File: src/rtl/flags_seq_pkg.sv
// Shared definitions for the FLAGS save/restore sequencer and the flags register.
// FLAGS_PUSH_UPPER_ONES_EN: when defined, pushed images carry 4'hF in bits 15:12.
package flags_seq_pkg;

  typedef enum logic [1:0] {
    CMD_PUSHF     = 2'd0,
    CMD_POPF      = 2'd1,
    CMD_INT_ENTRY = 2'd2,
    CMD_RESERVED  = 2'd3
  } cmd_e;

  typedef enum logic [2:0] {
    ST_IDLE,
    ST_PUSH,
    ST_CLEAR,
    ST_POP,
    ST_APPLY,
    ST_DONE
  } seq_state_e;

  // Bit positions inside the 16-bit FLAGS word.
  localparam int FLAG_CF = 0;
  localparam int FLAG_PF = 2;
  localparam int FLAG_AF = 4;
  localparam int FLAG_ZF = 6;
  localparam int FLAG_SF = 7;
  localparam int FLAG_TF = 8;
  localparam int FLAG_IF = 9;
  localparam int FLAG_DF = 10;
  localparam int FLAG_OF = 11;

  // Bit positions inside the 9-bit update_flags enable vector.
  localparam int UF_CF = 0;
  localparam int UF_PF = 1;
  localparam int UF_AF = 2;
  localparam int UF_ZF = 3;
  localparam int UF_SF = 4;
  localparam int UF_TF = 5;
  localparam int UF_IF = 6;
  localparam int UF_DF = 7;
  localparam int UF_OF = 8;

  localparam logic [8:0] UPDATE_TF_IF = (9'd1 << UF_TF) | (9'd1 << UF_IF);

  function automatic logic [15:0] push_image(input logic [15:0] flags);
`ifdef FLAGS_PUSH_UPPER_ONES_EN
    return {4'hF, flags[11:0]};
`else
    return flags;
`endif
  endfunction

endpackage

File: src/rtl/flags_stack_sequencer_if.sv
// Single-word stack memory handshake between the flags sequencer and the bus unit.
interface flags_stack_sequencer_if;

  logic        mem_access;
  logic        mem_wr_en;
  logic [15:0] mem_addr;
  logic [15:0] mem_data_out;
  logic [15:0] mem_data_in;
  logic        mem_ack;

  modport master (
    output mem_access, mem_wr_en, mem_addr, mem_data_out,
    input  mem_data_in, mem_ack
  );

  modport slave (
    input  mem_access, mem_wr_en, mem_addr, mem_data_out,
    output mem_data_in, mem_ack
  );

endinterface

File: src/rtl/flags_stack_sequencer.sv
// PUSHF / POPF / INT-entry engine moving the FLAGS word over the stack memory handshake.
// Optional FLAGS_PUSH_UPPER_ONES_EN (see flags_seq_pkg::push_image) sets pushed bits 15:12.
module flags_stack_sequencer
  import flags_seq_pkg::*;
#(
  parameter logic [15:0] STACK_STEP = 16'd2,
  parameter logic [8:0]  POP_MASK   = 9'h1FF
) (
  input  logic                            clk,
  input  logic                            reset_n,
  input  logic                            start,
  input  logic [1:0]                      cmd,
  input  logic [15:0]                     sp_in,
  input  logic [15:0]                     flags_cur,
  output logic                            busy,
  output logic                            done,
  output logic [15:0]                     sp_out,
  output logic                            sp_wr,
  output logic [15:0]                     flags_in,
  output logic [8:0]                      update_flags,
  flags_stack_sequencer_if.master         mem
);

  seq_state_e  state_q, state_d;
  cmd_e        cmd_q, cmd_d;
  logic [15:0] sp_q, sp_d;
  logic [15:0] data_q, data_d;
  logic [15:0] push_addr;

  assign push_addr = sp_q - STACK_STEP;

  always_ff @(posedge clk or negedge reset_n) begin
    if (!reset_n) begin
      state_q <= ST_IDLE;
      cmd_q   <= CMD_PUSHF;
      sp_q    <= '0;
      data_q  <= '0;
    end else begin
      state_q <= state_d;
      cmd_q   <= cmd_d;
      sp_q    <= sp_d;
      data_q  <= data_d;
    end
  end

  // data_q holds the push snapshot taken at start, or the popped word after the ack.
  always_comb begin
    state_d          = state_q;
    cmd_d            = cmd_q;
    sp_d             = sp_q;
    data_d           = data_q;
    busy             = 1'b0;
    done             = 1'b0;
    sp_out           = '0;
    sp_wr            = 1'b0;
    flags_in         = '0;
    update_flags     = '0;
    mem.mem_access   = 1'b0;
    mem.mem_wr_en    = 1'b0;
    mem.mem_addr     = '0;
    mem.mem_data_out = '0;

    unique case (state_q)
      ST_IDLE: begin
        if (start) begin
          cmd_d  = cmd_e'(cmd);
          sp_d   = sp_in;
          data_d = push_image(flags_cur);
          case (cmd_e'(cmd))
            CMD_PUSHF, CMD_INT_ENTRY: state_d = ST_PUSH;
            CMD_POPF:                 state_d = ST_POP;
            default:                  state_d = ST_DONE;
          endcase
        end
      end

      ST_PUSH: begin
        busy             = 1'b1;
        mem.mem_access   = 1'b1;
        mem.mem_wr_en    = 1'b1;
        mem.mem_addr     = push_addr;
        mem.mem_data_out = data_q;
        if (mem.mem_ack) begin
          sp_wr   = 1'b1;
          sp_out  = push_addr;
          state_d = (cmd_q == CMD_INT_ENTRY) ? ST_CLEAR : ST_DONE;
        end
      end

      ST_CLEAR: begin
        busy         = 1'b1;
        update_flags = UPDATE_TF_IF;
        state_d      = ST_DONE;
      end

      ST_POP: begin
        busy           = 1'b1;
        mem.mem_access = 1'b1;
        mem.mem_addr   = sp_q;
        if (mem.mem_ack) begin
          data_d  = mem.mem_data_in;
          state_d = ST_APPLY;
        end
      end

      ST_APPLY: begin
        busy         = 1'b1;
        update_flags = POP_MASK;
        flags_in     = (POP_MASK == '0) ? '0 : data_q;
        sp_wr        = 1'b1;
        sp_out       = sp_q + STACK_STEP;
        state_d      = ST_DONE;
      end

      ST_DONE: begin
        done    = 1'b1;
        state_d = ST_IDLE;
      end

      default: state_d = ST_IDLE;
    endcase
  end

endmodule

File: src/flat_wrapper.sv
// flat-port wrapper written by rule: the top's interface ports become plain ports
module flags_stack_sequencer_flat import flags_seq_pkg::*;
#(
  parameter logic [15:0] STACK_STEP = 16'd2,
  parameter logic [8:0]  POP_MASK   = 9'h1FF
)
  (clk, reset_n, start, cmd, sp_in, flags_cur, busy, done, sp_out, sp_wr, flags_in, update_flags, mem_mem_access, mem_mem_wr_en, mem_mem_addr, mem_mem_data_out, mem_mem_data_in, mem_mem_ack);
  flags_stack_sequencer_if mem_i ();
  input  logic clk;
  input  logic reset_n;
  input  logic start;
  input  logic [1:0] cmd;
  input  logic [15:0] sp_in;
  input  logic [15:0] flags_cur;
  output logic busy;
  output logic done;
  output logic [15:0] sp_out;
  output logic sp_wr;
  output logic [15:0] flags_in;
  output logic [8:0] update_flags;
  output wire logic [$bits(mem_i.mem_access)-1:0] mem_mem_access;
  output wire logic [$bits(mem_i.mem_wr_en)-1:0] mem_mem_wr_en;
  output wire logic [$bits(mem_i.mem_addr)-1:0] mem_mem_addr;
  output wire logic [$bits(mem_i.mem_data_out)-1:0] mem_mem_data_out;
  input wire logic [$bits(mem_i.mem_data_in)-1:0] mem_mem_data_in;
  input wire logic [$bits(mem_i.mem_ack)-1:0] mem_mem_ack;
  assign mem_mem_access = mem_i.mem_access;
  assign mem_mem_wr_en = mem_i.mem_wr_en;
  assign mem_mem_addr = mem_i.mem_addr;
  assign mem_mem_data_out = mem_i.mem_data_out;
  assign mem_i.mem_data_in = mem_mem_data_in;
  assign mem_i.mem_ack = mem_mem_ack;
  flags_stack_sequencer #(.STACK_STEP(STACK_STEP), .POP_MASK(POP_MASK)) u_core (.clk(clk), .reset_n(reset_n), .start(start), .cmd(cmd), .sp_in(sp_in), .flags_cur(flags_cur), .busy(busy), .done(done), .sp_out(sp_out), .sp_wr(sp_wr), .flags_in(flags_in), .update_flags(update_flags), .mem(mem_i));
endmodule
File: config.mk
export PLATFORM = sky130hd
export DESIGN_NAME = flags_stack_sequencer_flat
export DESIGN_NICKNAME = d
export VERILOG_FILES = /design/src/rtl/flags_seq_pkg.sv /design/src/rtl/flags_stack_sequencer_if.sv /design/src/rtl/flags_stack_sequencer.sv /design/src/flat_wrapper.sv
export SDC_FILE = /design/constraint.sdc
export NUM_CORES = 1
export LEC_CHECK = 0
export CORE_MARGIN = 5
export CORE_UTILIZATION = 43
export DETAILED_ROUTE_END_ITERATION = 16
export PLACE_DENSITY = 0.81
export SETUP_SLACK_MARGIN = 0.4
export SLEW_MARGIN = 20
export SYNTH_ARGS = -nofsm -noshare
export SYNTH_HDL_FRONTEND = slang
export SYNTH_SLANG_ARGS = --single-unit
File: constraint.sdc
create_clock -name clk -period 3 [get_ports clk]
set_input_delay 0.3 -clock clk [delete_from_list [all_inputs] [get_ports clk]]
set_output_delay 0.3 -clock clk [all_outputs]
set_load 0.02 [all_outputs]
==> impl_metrics.py <==
metrics = {
    "floorplan": {
        "dieArea_um2": 8745,
        "die_h_um": 93.52,
        "core_area_um2": 6794,
        "die_w_um": 93.52,
        "num_rows": 30,
        "boundaryPins": 132,
        "start_util_pct": 44.14,
    },
    "drt": {
        "dr.first_iter.drc_count": 356,
        "first_pass_iters": 5,
        "wl_met3_um": 1099,
        "dr_wl_met2_um": 4754,
        "routedLengthMet1_um": 3937,
        "vias": 3288,
        "drc": 0,
        "wl_per_cell_um": 16.77,
        "wirelength_um": 10030,
        "dr.max_layer_used": "met4",
        "final_antenna_net_count": 0,
        "viasPerCell": 5.498,
    },
    "yosys": {
        "synth_edf_count": 0,
        "synth_area_per_cell_um2": 8.106,
        "synth_cell_types": 44,
        "async_reset_ff_share_pct": 100.0,
        "yosysSeqAreaShare_pct": 30.87,
        "ys_warn_count": 0,
        "syn_area_um2": 2999,
        "synthFlopType": "dfrtp_1",
        "synthesis.nets": 426,
        "synthCells": 370,
        "ys_seq_elements": 37,
    },
    "finish": {
        "layout_commonest_cell": "clkdlybuf4s50_1",
        "fin_area_um2": 4763,
        "nFillCells": 505,
        "fin_nets": 557,
        "most-common-layout-cells": "76 x clkdlybuf4s50_1, 42 x buf_4, 39 x and2_1, 36 x dfrtp_1, 31 x o21ai_0",
        "antenna_cells": 0,
        "drive_gt1_share_pct": 23.90,
        "area_growth_pct": 58.82,
    },
    "timing": {
        "slew_headroom_pct": 44.84,
        "fin_crit_ns": 2.725,
        "finalHoldViolations": 0,
        "max_freq_ghz": 0.3670,
        "tns_ns": 0,
        "final_max_slew_viol_count": 0,
        "timing.final.ws_setup_ns": 0.2752,
        "period_share_pct": 90.83,
        "rsz0062_at_grt": "yes",
        "setup_viol": 0,
        "finalClockSkew_ns": 0.004291,
        "tightest_slew_ns": 0.8274,
    },
    "grt": {
        "antenna_found_initial": 0,
        "grt_pass1_wl_um": 15670,
        "grt-ovfl-total": 0,
        "gr-usage-all-layers_pct": 22.43,
        "grt_max_degree": 38,
        "grt_pass1_vias": 3260,
    },
    "power": {
        "power_leakage_nw": 2.336,
        "power_mw": 5.062,
        "powerDensity_nw_per_um2": 1063,
        "ir_worst_vdd_uv": 442.3,
    },
    "clocking": {
        "cts.hold.buffers_added": 0,
        "cts_sinks": 37,
        "clockBufferDepth": 2,
        "clockRootBuffer": "clkbuf_8",
        "cts_tree": "done",
        "cts_max_level": 2,
        "clkLatencyLatePin_ns": 0.30,
        "cts.clk_slew.worst_paths_ns": 0.08,
        "cts_buffers": 5,
    },
    "critical_path": {
        "worstSetupPathType": "reg2out",
        "worstPathRequired_ns": 2.70,
        "crit_path_start_kind": "register",
        "worst-path-max-fanout": 5,
        "end_kind": "output port",
        "worstReg2RegEnd": "u_core.data_q[13]",
        "r2r_slack_ns": 1.20,
        "worstPathArrival_ns": 2.42,
        "reg2regPathDepth": 7,
        "r2r-start": "u_core.state_q[1]",
    },
    "place": {
        "dp_hpwl_um": 7408,
        "placed_area_um2": 4458,
        "port_buffers": 131,
        "gp_congestion": 0.8723,
        "dp_slack_ns": 0.03581,
    },
    "worst_hold_path": {
        "holdCritPathClass": "in2async",
    },
    "run": {
        "max_cap_violations": 0,
    },
    "status": {
        "status": "finished, final reports clean",
    },
}
==> how the worst max path moves through the flow <==
stage,startpoint,endpoint,slack (ns),cells past startpoint
3_5_place_dp,u_core.sp_q[1],mem_mem_addr[15],0.04,7
6_report,u_core.sp_q[10],sp_out[13],0.28,5
4_1_cts,u_core.sp_q[2],sp_out[13],0.26,8
2_1_floorplan,u_core.sp_q[1],mem_mem_addr[13],0.43,7
3_3_place_gp,u_core.sp_q[8],mem_mem_addr[13],0.08,5
5_1_grt,u_core.sp_q[10],sp_out[13],0.24,5
==> state kept, by name, indices dropped and copies added, names as in the netlist <==
| register | cells |
|---|---|
| u_core.data_q | 16 |
| u_core.sp_q | 16 |
| u_core.state_q | 3 |
| u_core.cmd_q | 2 |
==> final cells by class <==
type | instances | area, µm² | share of cell area [%]
Clock buffer | 5 | 68.82 | 1.445
Clock inverter | 3 | 43.79 | 0.9194
Inverter | 7 | 26.28 | 0.5516
Multi-Input combinational cell | 280 | 1982 | 41.61
Sequential cell | 37 | 927.1 | 19.46
Tap cell | 96 | 120.1 | 2.522
Timing Repair Buffer | 170 | 1595 | 33.49
==> metrics by stage <==
| step | utilization (%) | std cells | hold WS [ns] |
|---|---|---|---|
| 6_report | 70.11 | 598 | 0.09766 |
| 5_1_grt | 70.11 | 598 | 0.1751 |
| 4_1_cts | 68.25 | 597 | 0.1259 |
| 3_5_place_dp | 65.62 | 582 | 0.4469 |
| 3_3_place_gp | 65.62 | 582 | 0.4283 |
| 2_1_floorplan | - | 370 | 0.004409 |
==> cells by family (layout without fill, tap and decap cells) <==
kind of cell | after synthesis | after routing | synth area share [%]
muxes | 34 | 34 | 11.93
xor gates and xnor gates | 12 | 12 | 3.504
and+or+nand+nor | 160 | 160 | 30.08
buffers and inverters | 53 | 185 | 8.094
DFF | 37 | 37 | 30.87
adders and majority gates | 2 | 2 | 0.8342
AOI/OAI and AO/OA | 72 | 72 | 14.68
==> Yosys cell counts, types with 3 or more instances <==
cell | count | share of area [%]
nand3_1 | 7 | 1.2
inv_1 | 7 | 0.88
and2_1 | 39 | 8.1
nand2b_1 | 3 | 0.63
nand2_1 | 30 | 3.8
o31ai_1 | 3 | 0.75
or4_1 | 9 | 2.3
and4_1 | 3 | 0.88
clkbuf_1 | 32 | 4.0
or3_1 | 5 | 1.0
buf_2 | 5 | 0.83
or2_2 | 5 | 1.0
mux2i_1 | 20 | 6.7
a31oi_1 | 4 | 0.83
dfrtp_1 | 37 | 31
mux2_2 | 14 | 5.3
a221oi_1 | 5 | 1.5
nor2_1 | 21 | 2.6
a21oi_1 | 13 | 2.2
a311oi_1 | 3 | 0.88
nor4_1 | 15 | 3.1
nand4_1 | 7 | 1.5
nor3_1 | 7 | 1.2
buf_4 | 8 | 2.0
xnor2_1 | 10 | 2.9
o211ai_1 | 4 | 1.0
o21ai_0 | 32 | 5.3
==> routing by layer <==
| layer | up-vias | global-route usage (%) |
|---|---|---|
| met4 | 0 | 8.547 |
| met1 | 1524 | 25.84 |
| met2 | 166 | 36.81 |
| met5 | - | 0 |
| li1 | 1577 | - |
| met3 | 21 | 9.493 |
==> critical path: stages (launching register included) <==
cell,delay (ns)
dfrtp_1,0.39
or4_4,0.58
or3_4,0.42
or4_1,0.48
nand4_1,0.11
buf_4,0.15
==> power by group <==
group | internal, mW | leakage, nW | switching [mW]
clock network | 0.249 | 0.0585 | 0.194
logic | 1.61 | 1.83 | 1.99
registers | 0.743 | 0.451 | 0.280
total | 2.60 | 2.34 | 2.46
==> timing repair <==
action                     4_1_cts  5_1_grt
setup endpoints to repair       67       39
gates resized for setup        105       48
pin swaps                        9        9
setup buffers                    7        1
(Power assumes the default switching activity.)
